===== config.mk =====
export PLATFORM = sky130hd
export DESIGN_NAME = trap_ctrl
export DESIGN_NICKNAME = d
export VERILOG_FILES = /design/src/rtl/trap_ctrl_pkg.sv /design/src/rtl/trap_irq_arb.sv /design/src/rtl/trap_ctrl.sv
export SDC_FILE = /design/constraint.sdc
export NUM_CORES = 1
export LEC_CHECK = 0
export ABC_AREA = 1
export BUFFER_PORTS_ARGS = -buffer_cell sky130_fd_sc_hd__buf_4
export CAP_MARGIN = 5
export CORE_AREA = 10 10 326 328
export DETAILED_ROUTE_END_ITERATION = 6
export DIE_AREA = 0 0 336 338
export HOLD_SLACK_MARGIN = 0.08
export PLACE_DENSITY_LB_ADDON = 0.3
export SYNTH_ARGS = -nofsm -noshare
export SYNTH_HDL_FRONTEND = slang
export SYNTH_SLANG_ARGS = --single-unit

===== constraint.sdc =====
create_clock -name clk -period 6.65 [get_ports clk]
set_input_delay 0.3325 -clock clk [delete_from_list [all_inputs] [get_ports clk]]
set_output_delay 0.3325 -clock clk [all_outputs]
set_load 0.01 [all_outputs]

===== src/rtl/trap_ctrl_pkg.sv =====
// Shared definitions for the machine-mode trap sequencer: mcause codes,
// mstatus bit positions, mtvec mode encodings and FSM state encodings.
package trap_ctrl_pkg;

    // mcause exception / interrupt codes
    localparam int M_SOFT  = 3;
    localparam int M_TIMER = 7;
    localparam int M_EXT   = 11;
    localparam int ECALL_M = 11;
    localparam int ILLEGAL = 2;

    // mstatus bit positions
    localparam int MSTATUS_MIE    = 3;
    localparam int MSTATUS_MPIE   = 7;
    localparam int MSTATUS_MPP_LO = 11;
    localparam int MSTATUS_MPP_HI = 12;

    // mie / mip bit positions
    localparam int MIP_MSIP = 3;
    localparam int MIP_MTIP = 7;
    localparam int MIP_MEIP = 11;

    // mtvec mode encodings (modes 10 and 11 behave as direct)
    localparam logic [1:0] MTVEC_DIRECT   = 2'b00;
    localparam logic [1:0] MTVEC_VECTORED = 2'b01;

    // Trap sequencer states
    typedef enum logic [1:0] {
        ST_IDLE  = 2'd0,
        ST_ENTER = 2'd1,
        ST_EXIT  = 2'd2,
        ST_REDIR = 2'd3
    } trap_state_e;

endpackage


===== src/rtl/trap_irq_arb.sv =====
// Machine interrupt arbiter: optional 2-flop synchronizer on the raw lines,
// masking by mie, and fixed-priority selection (ext > soft > timer).
// Optional feature macro: TRAP_CTRL_IRQ_SYNC_EN (synchronizer present).
module trap_irq_arb
    import trap_ctrl_pkg::*;
#(
    parameter int XLEN    = 64,
    parameter int ECODE_W = 4
) (
`ifdef TRAP_CTRL_IRQ_SYNC_EN
    input  logic               clk,
    input  logic               rst,
`endif
    input  logic               irq_ext,
    input  logic               irq_soft,
    input  logic               irq_timer,
    input  logic [XLEN-1:0]    mie,
    input  logic               glb_mie,
    input  logic               commit_valid,
    input  logic               excp_req,
    input  logic               mret_req,
    output logic [XLEN-1:0]    mip_pend,
    output logic               irq_take,
    output logic [ECODE_W-1:0] irq_code
);

    // lines = {ext, timer, soft}
    logic [2:0] lines;

`ifdef TRAP_CTRL_IRQ_SYNC_EN
    logic [2:0] sync_q1;
    logic [2:0] sync_q2;

    // Two-stage synchronizer for the asynchronous interrupt lines
    always_ff @(posedge clk or posedge rst) begin
        if (rst) begin
            sync_q1 <= '0;
            sync_q2 <= '0;
        end else begin
            sync_q1 <= {irq_ext, irq_timer, irq_soft};
            sync_q2 <= sync_q1;
        end
    end

    assign lines = sync_q2;
`else
    assign lines = {irq_ext, irq_timer, irq_soft};
`endif

    logic [XLEN-1:0] line_vec;

    // Place the raw lines at their mip positions, then mask with mie
    always_comb begin
        line_vec           = '0;
        line_vec[MIP_MEIP] = lines[2];
        line_vec[MIP_MTIP] = lines[1];
        line_vec[MIP_MSIP] = lines[0];
    end

    assign mip_pend = line_vec & mie;

    // An interrupt only steals a clean commit slot with global MIE set
    assign irq_take = glb_mie && commit_valid && !excp_req && !mret_req &&
                      (mip_pend[MIP_MEIP] || mip_pend[MIP_MSIP] || mip_pend[MIP_MTIP]);

    // Fixed priority: external, then software, then timer
    always_comb begin
        irq_code = ECODE_W'(M_TIMER);
        if (mip_pend[MIP_MEIP])
            irq_code = ECODE_W'(M_EXT);
        else if (mip_pend[MIP_MSIP])
            irq_code = ECODE_W'(M_SOFT);
    end

endmodule


===== src/rtl/trap_ctrl.sv =====
// Machine-mode trap sequencer: arbitrates exceptions, interrupts and mret at
// commit, drives the CSR trap-entry/exit update bus, and redirects fetch over
// a valid/ready handshake while stalling the pipeline via trap_busy.
// Optional feature macro: TRAP_CTRL_IRQ_SYNC_EN (synchronize irq_* lines).
module trap_ctrl
    import trap_ctrl_pkg::*;
#(
    parameter int XLEN    = 64,
    parameter int ECODE_W = 4
) (
    input  logic               clk,
    input  logic               rst,
    input  logic               commit_valid,
    input  logic [XLEN-1:0]    commit_pc,
    input  logic [XLEN-1:0]    next_pc,
    input  logic               excp_req,
    input  logic [ECODE_W-1:0] excp_cause,
    input  logic [XLEN-1:0]    excp_tval,
    input  logic               mret_req,
    input  logic               irq_ext,
    input  logic               irq_soft,
    input  logic               irq_timer,
    input  logic [XLEN-1:0]    mstatus_rd_data,
    input  logic [XLEN-1:0]    mie_rd_data,
    input  logic [XLEN-1:0]    mtvec_rd_data,
    input  logic [XLEN-1:0]    mepc_rd_data,
    output logic               excp_enter,
    output logic               excp_exit,
    output logic [XLEN-1:0]    mstatus_wr_data,
    output logic [XLEN-1:0]    mepc_wr_data,
    output logic [XLEN-1:0]    mcause_wr_data,
    output logic [XLEN-1:0]    mtval_wr_data,
    output logic [XLEN-1:0]    mip_pend,
    output logic               redirect_valid,
    output logic [XLEN-1:0]    redirect_pc,
    input  logic               redirect_ready,
    output logic               trap_busy
);

    trap_state_e state, state_nxt;

    logic               irq_take;
    logic [ECODE_W-1:0] irq_code;

    logic [ECODE_W-1:0] cap_cause;
    logic               cap_int;
    logic [XLEN-1:0]    cap_epc;
    logic [XLEN-1:0]    cap_tval;
    logic [XLEN-1:0]    redir_q;

    logic [XLEN-1:0]    enter_mstatus;
    logic [XLEN-1:0]    exit_mstatus;
    logic [XLEN-1:0]    mtvec_base;
    logic [XLEN-1:0]    enter_target;

    logic excp_win;
    logic mret_win;

    trap_irq_arb #(
        .XLEN    (XLEN),
        .ECODE_W (ECODE_W)
    ) u_irq_arb (
`ifdef TRAP_CTRL_IRQ_SYNC_EN
        .clk          (clk),
        .rst          (rst),
`endif
        .irq_ext      (irq_ext),
        .irq_soft     (irq_soft),
        .irq_timer    (irq_timer),
        .mie          (mie_rd_data),
        .glb_mie      (mstatus_rd_data[MSTATUS_MIE]),
        .commit_valid (commit_valid),
        .excp_req     (excp_req),
        .mret_req     (mret_req),
        .mip_pend     (mip_pend),
        .irq_take     (irq_take),
        .irq_code     (irq_code)
    );

    assign excp_win = commit_valid && excp_req;
    assign mret_win = commit_valid && mret_req;

    // mstatus images for trap entry and mret
    always_comb begin
        enter_mstatus                                = mstatus_rd_data;
        enter_mstatus[MSTATUS_MPIE]                  = mstatus_rd_data[MSTATUS_MIE];
        enter_mstatus[MSTATUS_MIE]                   = 1'b0;
        enter_mstatus[MSTATUS_MPP_HI:MSTATUS_MPP_LO] = 2'b11;

        exit_mstatus                                 = mstatus_rd_data;
        exit_mstatus[MSTATUS_MIE]                    = mstatus_rd_data[MSTATUS_MPIE];
        exit_mstatus[MSTATUS_MPIE]                   = 1'b1;
        exit_mstatus[MSTATUS_MPP_HI:MSTATUS_MPP_LO]  = 2'b11;
    end

    // Handler address: vectored mode offsets interrupts only
    always_comb begin
        mtvec_base   = mtvec_rd_data & ~XLEN'(3);
        enter_target = mtvec_base;
        if (mtvec_rd_data[1:0] == MTVEC_VECTORED && cap_int)
            enter_target = mtvec_base + (XLEN'(cap_cause) << 2);
    end

    // State register
    always_ff @(posedge clk or posedge rst) begin
        if (rst)
            state <= ST_IDLE;
        else
            state <= state_nxt;
    end

    // Next-state and update-bus / redirect outputs
    always_comb begin
        state_nxt       = state;
        excp_enter      = 1'b0;
        excp_exit       = 1'b0;
        mstatus_wr_data = '0;
        mepc_wr_data    = '0;
        mcause_wr_data  = '0;
        mtval_wr_data   = '0;
        redirect_valid  = 1'b0;
        trap_busy       = (state != ST_IDLE);
        case (state)
            ST_IDLE: begin
                if (excp_win || irq_take)
                    state_nxt = ST_ENTER;
                else if (mret_win)
                    state_nxt = ST_EXIT;
            end
            ST_ENTER: begin
                excp_enter      = 1'b1;
                mstatus_wr_data = enter_mstatus;
                mepc_wr_data    = cap_epc & ~XLEN'(3);
                mcause_wr_data  = {cap_int, {(XLEN-1){1'b0}}} | XLEN'(cap_cause);
                mtval_wr_data   = cap_tval;
                state_nxt       = ST_REDIR;
            end
            ST_EXIT: begin
                excp_exit       = 1'b1;
                mstatus_wr_data = exit_mstatus;
                state_nxt       = ST_REDIR;
            end
            ST_REDIR: begin
                redirect_valid = 1'b1;
                if (redirect_ready)
                    state_nxt = ST_IDLE;
            end
            default: state_nxt = ST_IDLE;
        endcase
    end

    // Capture the winning request; exceptions beat interrupts
    always_ff @(posedge clk or posedge rst) begin
        if (rst) begin
            cap_cause <= '0;
            cap_int   <= 1'b0;
            cap_epc   <= '0;
            cap_tval  <= '0;
        end else if (state == ST_IDLE) begin
            if (excp_win) begin
                cap_cause <= excp_cause;
                cap_int   <= 1'b0;
                cap_epc   <= commit_pc;
                cap_tval  <= excp_tval;
            end else if (irq_take) begin
                cap_cause <= irq_code;
                cap_int   <= 1'b1;
                cap_epc   <= next_pc;
                cap_tval  <= '0;
            end
        end
    end

    // Redirect target is latched in the strobe cycle and held through REDIR
    always_ff @(posedge clk or posedge rst) begin
        if (rst)
            redir_q <= '0;
        else if (state == ST_ENTER)
            redir_q <= enter_target;
        else if (state == ST_EXIT)
            redir_q <= mepc_rd_data;
    end

    assign redirect_pc = redir_q;

endmodule


======== Yosys cells after proc, flatten, opt, wreduce, memory -nomap -nowiden ========
Cells that the tools add are included.
cells by class
  $add $sub $neg .......................... 1
  equality and inequality tests ........... 6
  multiplexer cells ....................... 24
  bitwise operators ....................... 2
  reductions and logical operators ........ 19
operators by type and width
  operator            count
  $mux 64             10
  $pmux 64 s2         1
  $add 64x6->64       1
  $and 12x64->64      1
  $or 64x4->64        1
  $mux 4              3
  $logic_and 1x1->1   7
  $mux 2              3
  $pmux 2 s3          1
  $reduce_bool 2->1   3
  $mux 1              5
  $eq 2x1->1 const B  2
  $eq 2x2->1 const B  2
  $reduce_and 2->1    2
  $logic_or 1x1->1    3
  $mux 3              1
  $ne 3x3->1 const B  1
  $logic_not 1->1     2
  $logic_not 2->1     1
  $ne 2x2->1 const B  1
  $reduce_or 2->1     1
storage, ports and cells
  flip-flop bits (word level) ............. 199
  input bits .............................. 461
  output and inout port bits .............. 388
  logic and storage cells ................. 58

======== Logic depth before layout (Yosys ltp) ========
Gate-level depths: netlist of run 1.
  depth after elaboration ................. 7
  mapped depth ............................ 13
  gate-level depth less buffers ........... 13

======== By module ========
A second synthesis of run 1 with hierarchy kept.
unflattened totals
  cells, all modules ...................... 2,004
  area total of the unflattened synthesis .. 13,589.3 um2
modules (own cells, without submodules)
  module        times used  cells an instance  area an instance (um2)  sequential area each (um2)
  trap_ctrl     1           1,922              13,030.0                4,929.7
  trap_irq_arb  1           82                 559.3                   0.0

======== Worst setup path before layout of run 1 ========
OpenSTA, ideal clock, no wires.
  kind .................................... reg2out
  from .................................... reg state[0]
  to ...................................... out mstatus_wr_data[0]
  arrival time ............................ 1,678 ps
  data required time ...................... 6,318 ps
  setup slack ............................. 4,640 ps
  cell stages (with the launch flop) ...... 7
  path buffers ............................ 2
  cell sequence ........................... dfrtp_1 -> inv_1 -> ha_1 -> clkbuf_1 -> o21ai_1 -> clkbuf_1 -> nor2_1
between the ends
  longest elaborated chain between the ends .. 2
  elaborated cells between the ends (all ways) .. 3
  those cells by class .................... 2 x eq/ne; 1 x mux
RTL lines
  item                                      RTL line          source
  start: declaration                        trap_ctrl.sv:40   trap_state_e state, state_nxt;
  start signal: assignment                  trap_ctrl.sv:109  state <= state_nxt;
  $eq 2x2->1 or $eq 2x1->1 (tied branches)  trap_ctrl.sv:123  case (state)
  $pmux 64 s2 (*)                           trap_ctrl.sv:123
  end: declaration                          trap_ctrl.sv:29   output logic [XLEN-1:0] mstatus_wr_data,
Every way passes the cells marked *; elsewhere a longest branch is shown, timed or not.

======== Worst setup path after layout of run 1 ========
  from .................................... reg state[1]
  to ...................................... out mepc_wr_data[10]
between the ends
  longest elaborated chain between the ends .. 2
RTL lines
  item              RTL line          source
  $eq 2x1->1        trap_ctrl.sv:123
  $mux 64           trap_ctrl.sv:123
  end: declaration  trap_ctrl.sv:30   output logic [XLEN-1:0] mepc_wr_data,
No other way between the ends.

==> flow_metrics.py, run 1 <==
metrics = {
    "outcome": {
        "status": "completed",
    },
    "clocking": {
        "cts_tree": "done",
        "htree_levels": 4,
        "numCtsBuffers": 17,
        "clkLatencyLatePin_ns": 0.52,
        "cts.clk_slew.worst_paths_ns": 0.09,
        "cts_resized": 0,
        "cts_setup_buffers": 0,
        "cts_buffer_depth": 2,
        "clock-sinks": 197,
        "clock-root-buffer": "clkbuf_16",
    },
    "critical_path": {
        "r2r_start": "state[0]",
        "ff2ff_setup_slack_ns": 3.22,
        "path_cells": "inv_1 > ha_4 > buf_4 > buf_4 > nand2_1 > inv_1 > buf_4",
        "crit_fanout": 71,
        "worst_setup_path_start_kind": "flip-flop",
        "cpMostUsedCell": "buf_4",
        "crit_path_end_kind": "output port",
        "path_class": "reg2out",
        "cp.required_ns": 6.32,
        "crit_start": "state[1]",
        "crit_arrival_ns": 3.28,
        "cp_slowest_stage_delay_ns": 0.78,
        "crit_slowest_cell": "buf_4",
    },
    "sta": {
        "worstMarginPinSlew_ns": 1.09,
        "drv_slew": 0,
        "finalSetupViolCount": 0,
        "hold-worst-slack_ns": 0.124,
        "rsz0062_at_grt": "false",
        "max_freq_mhz": 277,
        "fin_crit_ns": 3.61,
        "maxSlewHeadroom_pct": 26.8,
        "clock-skew-final_ns": 0.0183,
        "fin_setup_tns_ns": 0,
        "finalCritPeriodShare_pct": 54.3,
        "finalHoldViolCount": 0,
        "layout_setup_ws_ns": 3.04,
    },
    "floorplan": {
        "start_util_pct": 13.4,
        "dieWidth_um": 336,
        "core_um2": 99600,
        "die_y_um": 338,
        "row_count": 116,
        "die_area_um2": 114000,
        "io_pins": 849,
    },
    "finish": {
        "multiInputGateArea_um2": 6400,
        "synthToLayoutAreaGrowth_pct": 61.1,
        "drive_above_1_share_pct": 27.6,
        "final_cell_mix": "buf_4, nand2_1, inv_1",
        "fillers": 11300,
        "final_common_cell": "buf_4",
        "layout.nets": 3178,
        "seqCellArea_um2": 4930,
    },
    "yosys": {
        "ys_ff_latch": 197,
        "async_flop_share_pct": 100,
        "synthDistinctLibCells": 45,
        "netlist_instances": 1949,
        "synth_warnings": 0,
        "yosysSeqAreaShare_pct": 37.1,
        "synth_edf_count": 0,
        "dominantRegCellSynth": "dfrtp_1",
        "syn-cell-area_um2": 13300,
        "avgSynthCellArea_um2": 6.83,
    },
    "drt": {
        "wl_per_cell_um": 18.8,
        "drt-total-wl_mm": 75.5,
        "firstDrtPassIters": 5,
        "vias": 15100,
        "via_per_inst": 3.76,
        "drcViolationCount": 0,
        "ant_nets": 0,
        "dr.first_iter.drc_count": 971,
    },
    "pwr": {
        "power.leakage_nw": 11.8,
        "ir_drop_v": 0.000175,
        "total_power_mw": 7.72,
        "p_per_area_nw_per_um2": 360,
    },
    "hold_path": {
        "min_from": "commit_pc[55]",
        "hold_path_class": "in2reg",
    },
    "placed_design": {
        "post-place-ws_ns": 3.18,
        "io_buffers": 659,
        "dp_hpwl_mm": 59.7,
        "place_congestion": 0.925,
    },
    "global_routing": {
        "overflow": 0,
        "grt_pass1_wl_mm": 106,
        "grt_max_degree": 198,
        "grt_pass1_vias": 15300,
        "grt_usage_pct": 12.6,
        "antenna_found_initial": 15,
    },
    "run": {
        "drv_cap": 0,
    },
}
[sequential cells by signal (all words and copies together) (netlist names)]
signal	cells
cap_cause	4
cap_epc	62
cap_int	1
redirect_pc	64
state	2
cap_tval	64
[through the flow]
stage	instances	instance area (um^2)	util, %
floorplan	2070	13800	-
global placement	3826	19200	19.3
detailed placement	3826	19200	19.3
CTS	4019	21400	21.5
global route	4019	21400	21.5
finish	4020	21400	21.5
[timing repair]
action,4_1_cts,5_1_grt
hold endpoints to repair,228,0
hold buffers,161,0
endpoints found under the setup margin,0,0
[worst max-delay path, delay by kind of cell (launching register included)]
kind,cells,cell delay [ns]
buffers and inverters,5,1.98
flip-flops,1,0.41
adder cells (fa/ha/maj),1,0.21
AND/OR/NAND/NOR,1,0.11
[area by class of cell]
type / count / share of cell area, %
Timing Repair Buffer: 833 / 31.1
Inverter: 316 / 5.57
Antenna cell: 1 / 0.0117
Tap cell: 1298 / 7.58
Sequential cell: 197 / 23.0
Clock inverter: 15 / 0.916
Clock buffer: 17 / 1.98
Multi-Input combinational cell: 1343 / 29.8
[kinds of logic (layout without fill, tap and decap cells)]
family | after synthesis | in the layout | synth area share (%)
AO/OA/AOI/OAI | 192 | 192 | 10.7
buffers and inverters | 530 | 1181 | 18.7
flip-flops | 197 | 197 | 37.1
AND/OR/NAND/NOR | 1016 | 1016 | 32.3
other | 1 | 123 | 0.0282
multiplexers | 1 | 1 | 0.0846
XOR/XNOR | 3 | 3 | 0.198
adder cells (fa/ha/maj) | 9 | 9 | 0.903
[routing by layer]
metal	track usage (%)	wire length, um
met5	0	83
met4	3.84	1630
met3	4.87	7370
met2	21.2	36300
met1	14.7	30100
[path summary, 6_finish.rpt]
check                      depth (start not counted)          endpoint
max in group asynchronous                          4   redirect_pc[50]
min in group asynchronous                          3      cap_tval[21]
setup reg to reg                                   6    redirect_pc[8]
hold reg to reg                                    2       cap_epc[19]
hold / removal                                     3       cap_epc[55]
setup / recovery                                   7  mepc_wr_data[10]
[synthesized netlist by cell type (8+ instances only)]
cell type / instances / share of area (%)
nand2_1: 480 / 14
inv_1: 309 / 8.7
nor2_1: 271 / 7.6
dfrtp_1: 197 / 37
nand3_1: 180 / 6.8
buf_4: 124 / 7.0
a22o_1: 64 / 4.2
o31ai_1: 62 / 3.5
clkbuf_1: 51 / 1.4
o21ai_0: 25 / 0.94
buf_2: 24 / 0.90
nand4_1: 24 / 1.1
nor3_1: 24 / 0.90
a21oi_1: 17 / 0.64
buf_1: 14 / 0.39
ha_1: 8 / 0.75
o21bai_1: 8 / 0.45
[power by group]
group	total, mW	internal (mW)	switching, mW
registers	2.19	1.80	0.388
logic	4.37	1.83	2.54
clock network	1.16	0.517	0.645
total	7.72	4.15	3.57
No activity file was read; power rests on OpenSTA's default activity.
==> inputs of run 2 (changes only) <==
--- a/config.mk
+++ b/config.mk
@@ -8,9 +8,9 @@
 export ABC_AREA = 1
 export BUFFER_PORTS_ARGS = -buffer_cell sky130_fd_sc_hd__buf_4
 export CAP_MARGIN = 5
-export CORE_AREA = 10 10 326 328
+export CORE_AREA = 10 10 322 324
 export DETAILED_ROUTE_END_ITERATION = 6
-export DIE_AREA = 0 0 336 338
+export DIE_AREA = 0 0 332 334
 export HOLD_SLACK_MARGIN = 0.08
 export PLACE_DENSITY_LB_ADDON = 0.3
 export SYNTH_ARGS = -nofsm -noshare
==> constraint.sdc (replaced) <==
create_clock -name clk -period 3.32 [get_ports clk]
set_input_delay 0.166 -clock clk [delete_from_list [all_inputs] [get_ports clk]]
set_output_delay 0.166 -clock clk [all_outputs]
set_load 0.01 [all_outputs]
==> flow_metrics.py, run 2 (synthesis results as in run 1) <==
metrics = {
    "outcome": {
        "status": "completed",
    },
    "clocking": {
        "numCtsBuffers": 17,
        "cts_resized": 0,
        "cts_tree": "done",
        "cts.clk_slew.worst_paths_ns": 0.09,
        "htree_levels": 4,
        "clock-root-buffer": "clkbuf_16",
        "clkLatencyLatePin_ns": 0.52,
        "cts_buffer_depth": 2,
        "clock-sinks": 197,
    },
    "placed_design": {
        "dp_hpwl_mm": 60.8,
        "io_buffers": 659,
        "post-place-ws_ns": 0.814,
        "place_congestion": 0.898,
    },
    "drt": {
        "wl_per_cell_um": 18.2,
        "drcViolationCount": 0,
        "ant_nets": 0,
        "firstDrtPassIters": 5,
        "drt-total-wl_mm": 76.1,
        "dr.first_iter.drc_count": 908,
        "via_per_inst": 3.81,
        "vias": 15900,
    },
    "finish": {
        "seqCellArea_um2": 4930,
        "synthToLayoutAreaGrowth_pct": 73.8,
        "drive_above_1_share_pct": 26.6,
        "layout.nets": 3344,
        "fillers": 11000,
        "final_cell_mix": "buf_4, nand2_1, dlygate4sd3_1",
        "final_common_cell": "buf_4",
        "multiInputGateArea_um2": 6390,
    },
    "sta": {
        "fin_setup_tns_ns": 0,
        "rsz0062_at_grt": "false",
        "finalCritPeriodShare_pct": 91.8,
        "max_freq_mhz": 328,
        "clock-skew-final_ns": 0.0193,
        "maxSlewHeadroom_pct": 37.6,
        "hold-worst-slack_ns": 0.104,
        "worstMarginPinSlew_ns": 0.935,
        "drv_slew": 0,
        "finalHoldViolCount": 0,
        "layout_setup_ws_ns": 0.273,
        "fin_crit_ns": 3.05,
        "finalSetupViolCount": 0,
    },
    "pwr": {
        "p_sw_share_pct": 42.8,
        "p_clk_share_pct": 13.4,
        "power.leakage_nw": 12.6,
        "p_sw_mw": 7.28,
        "p_per_area_nw_per_um2": 736,
        "internal_power_mw": 9.74,
        "combPwrFrac_pct": 61.0,
        "seqPwrFrac_pct": 25.6,
        "ir_drop_v": 0.000393,
    },
    "critical_path": {
        "path_class": "reg2reg",
        "cp.required_ns": 3.72,
        "crit_path_end_kind": "flip-flop",
        "crit_fanout": 11,
        "worst_setup_path_start_kind": "flip-flop",
        "ff2ff_setup_slack_ns": 0.27,
        "crit_arrival_ns": 3.45,
    },
    "floorplan": {
        "start_util_pct": 13.6,
        "io_pins": 849,
        "die_y_um": 334,
        "row_count": 115,
        "die_area_um2": 111000,
        "dieWidth_um": 332,
        "core_um2": 97600,
    },
    "global_routing": {
        "grt_pass1_vias": 16500,
        "overflow": 0,
        "grt_pass1_wl_mm": 110,
        "antenna_found_initial": 13,
        "grt_max_degree": 124,
        "grt_usage_pct": 13.1,
    },
    "run": {
        "drv_cap": 0,
    },
    "hold_path": {
        "hold_path_class": "in2reg",
    },
}
-- run 2: path summary, 6_finish.rpt --
kind / from / cells after the start / endpoint
min in group asynchronous: rst / 3 / redirect_pc[5]
hold reg to reg: redirect_pc[1] / 2 / redirect_pc[1]
max in group asynchronous: rst / 4 / cap_tval[27]
setup / recovery: cap_cause[2] / 11 / redirect_pc[43]
hold / removal: next_pc[33] / 3 / cap_epc[33]
setup reg to reg: cap_cause[2] / 11 / redirect_pc[43]
-- run 2: layout make-up --
class	instances	share of cell area, %
inverter	316	5.15
sequential	197	21.3
antenna	5	0.0541
clock inverter	15	0.806
clock buffer	17	1.84
timing repair buffer	999	36.3
multi-input combinational	1343	27.6
tap	1287	6.96
-- run 2: critical path, stage by stage (launching register included) --
cell and delay, ns:
dfrtp_1 0.51, ha_1 0.42, nand3_1 0.10, nand3_1 0.14, nand2_1 0.07, nand2_1 0.09
nand2_1 0.09, nor2_2 0.52, nand4_1 0.15, nand3_1 0.19, nand2_1 0.07, dlygate4sd3_1 0.56
-- run 2: per-stage QoR --
stage / cell area, um^2 / cells / power [mW] / util, %
floorplan: 13800 / 2070 / 8.83 / -
global route: 23100 / 4177 / 18.5 / 23.7
finish: 23100 / 4179 / 17.0 / 23.7
detailed placement: 19400 / 3834 / 13.2 / 19.9
global placement: 19400 / 3834 / 13.2 / 19.9
CTS: 23100 / 4174 / 17.3 / 23.7
-- run 2: what timing repair did --
action	in CTS	in global routing
buffers inserted	0	0
hold buffers	308	0
hold endpoints to repair	216	0
-- run 2: per-layer routing --
metal / routed length, um / global-route usage [%]
met5: 46 / 0
met4: 2060 / 4.94
met1: 31300 / 15.3
met2: 36800 / 22.1
met3: 5890 / 4.41
-- run 2: power by group through the flow --
stage               Sequential (mW)  Clock, mW  Combinational [mW]
CTS                            4.36       2.38                10.5
floorplan                      4.34          0                4.49
global route                   4.50       2.47                11.5
detailed placement             4.38          0                8.85
global placement               4.39          0                8.81
finish                         4.36       2.28                10.4
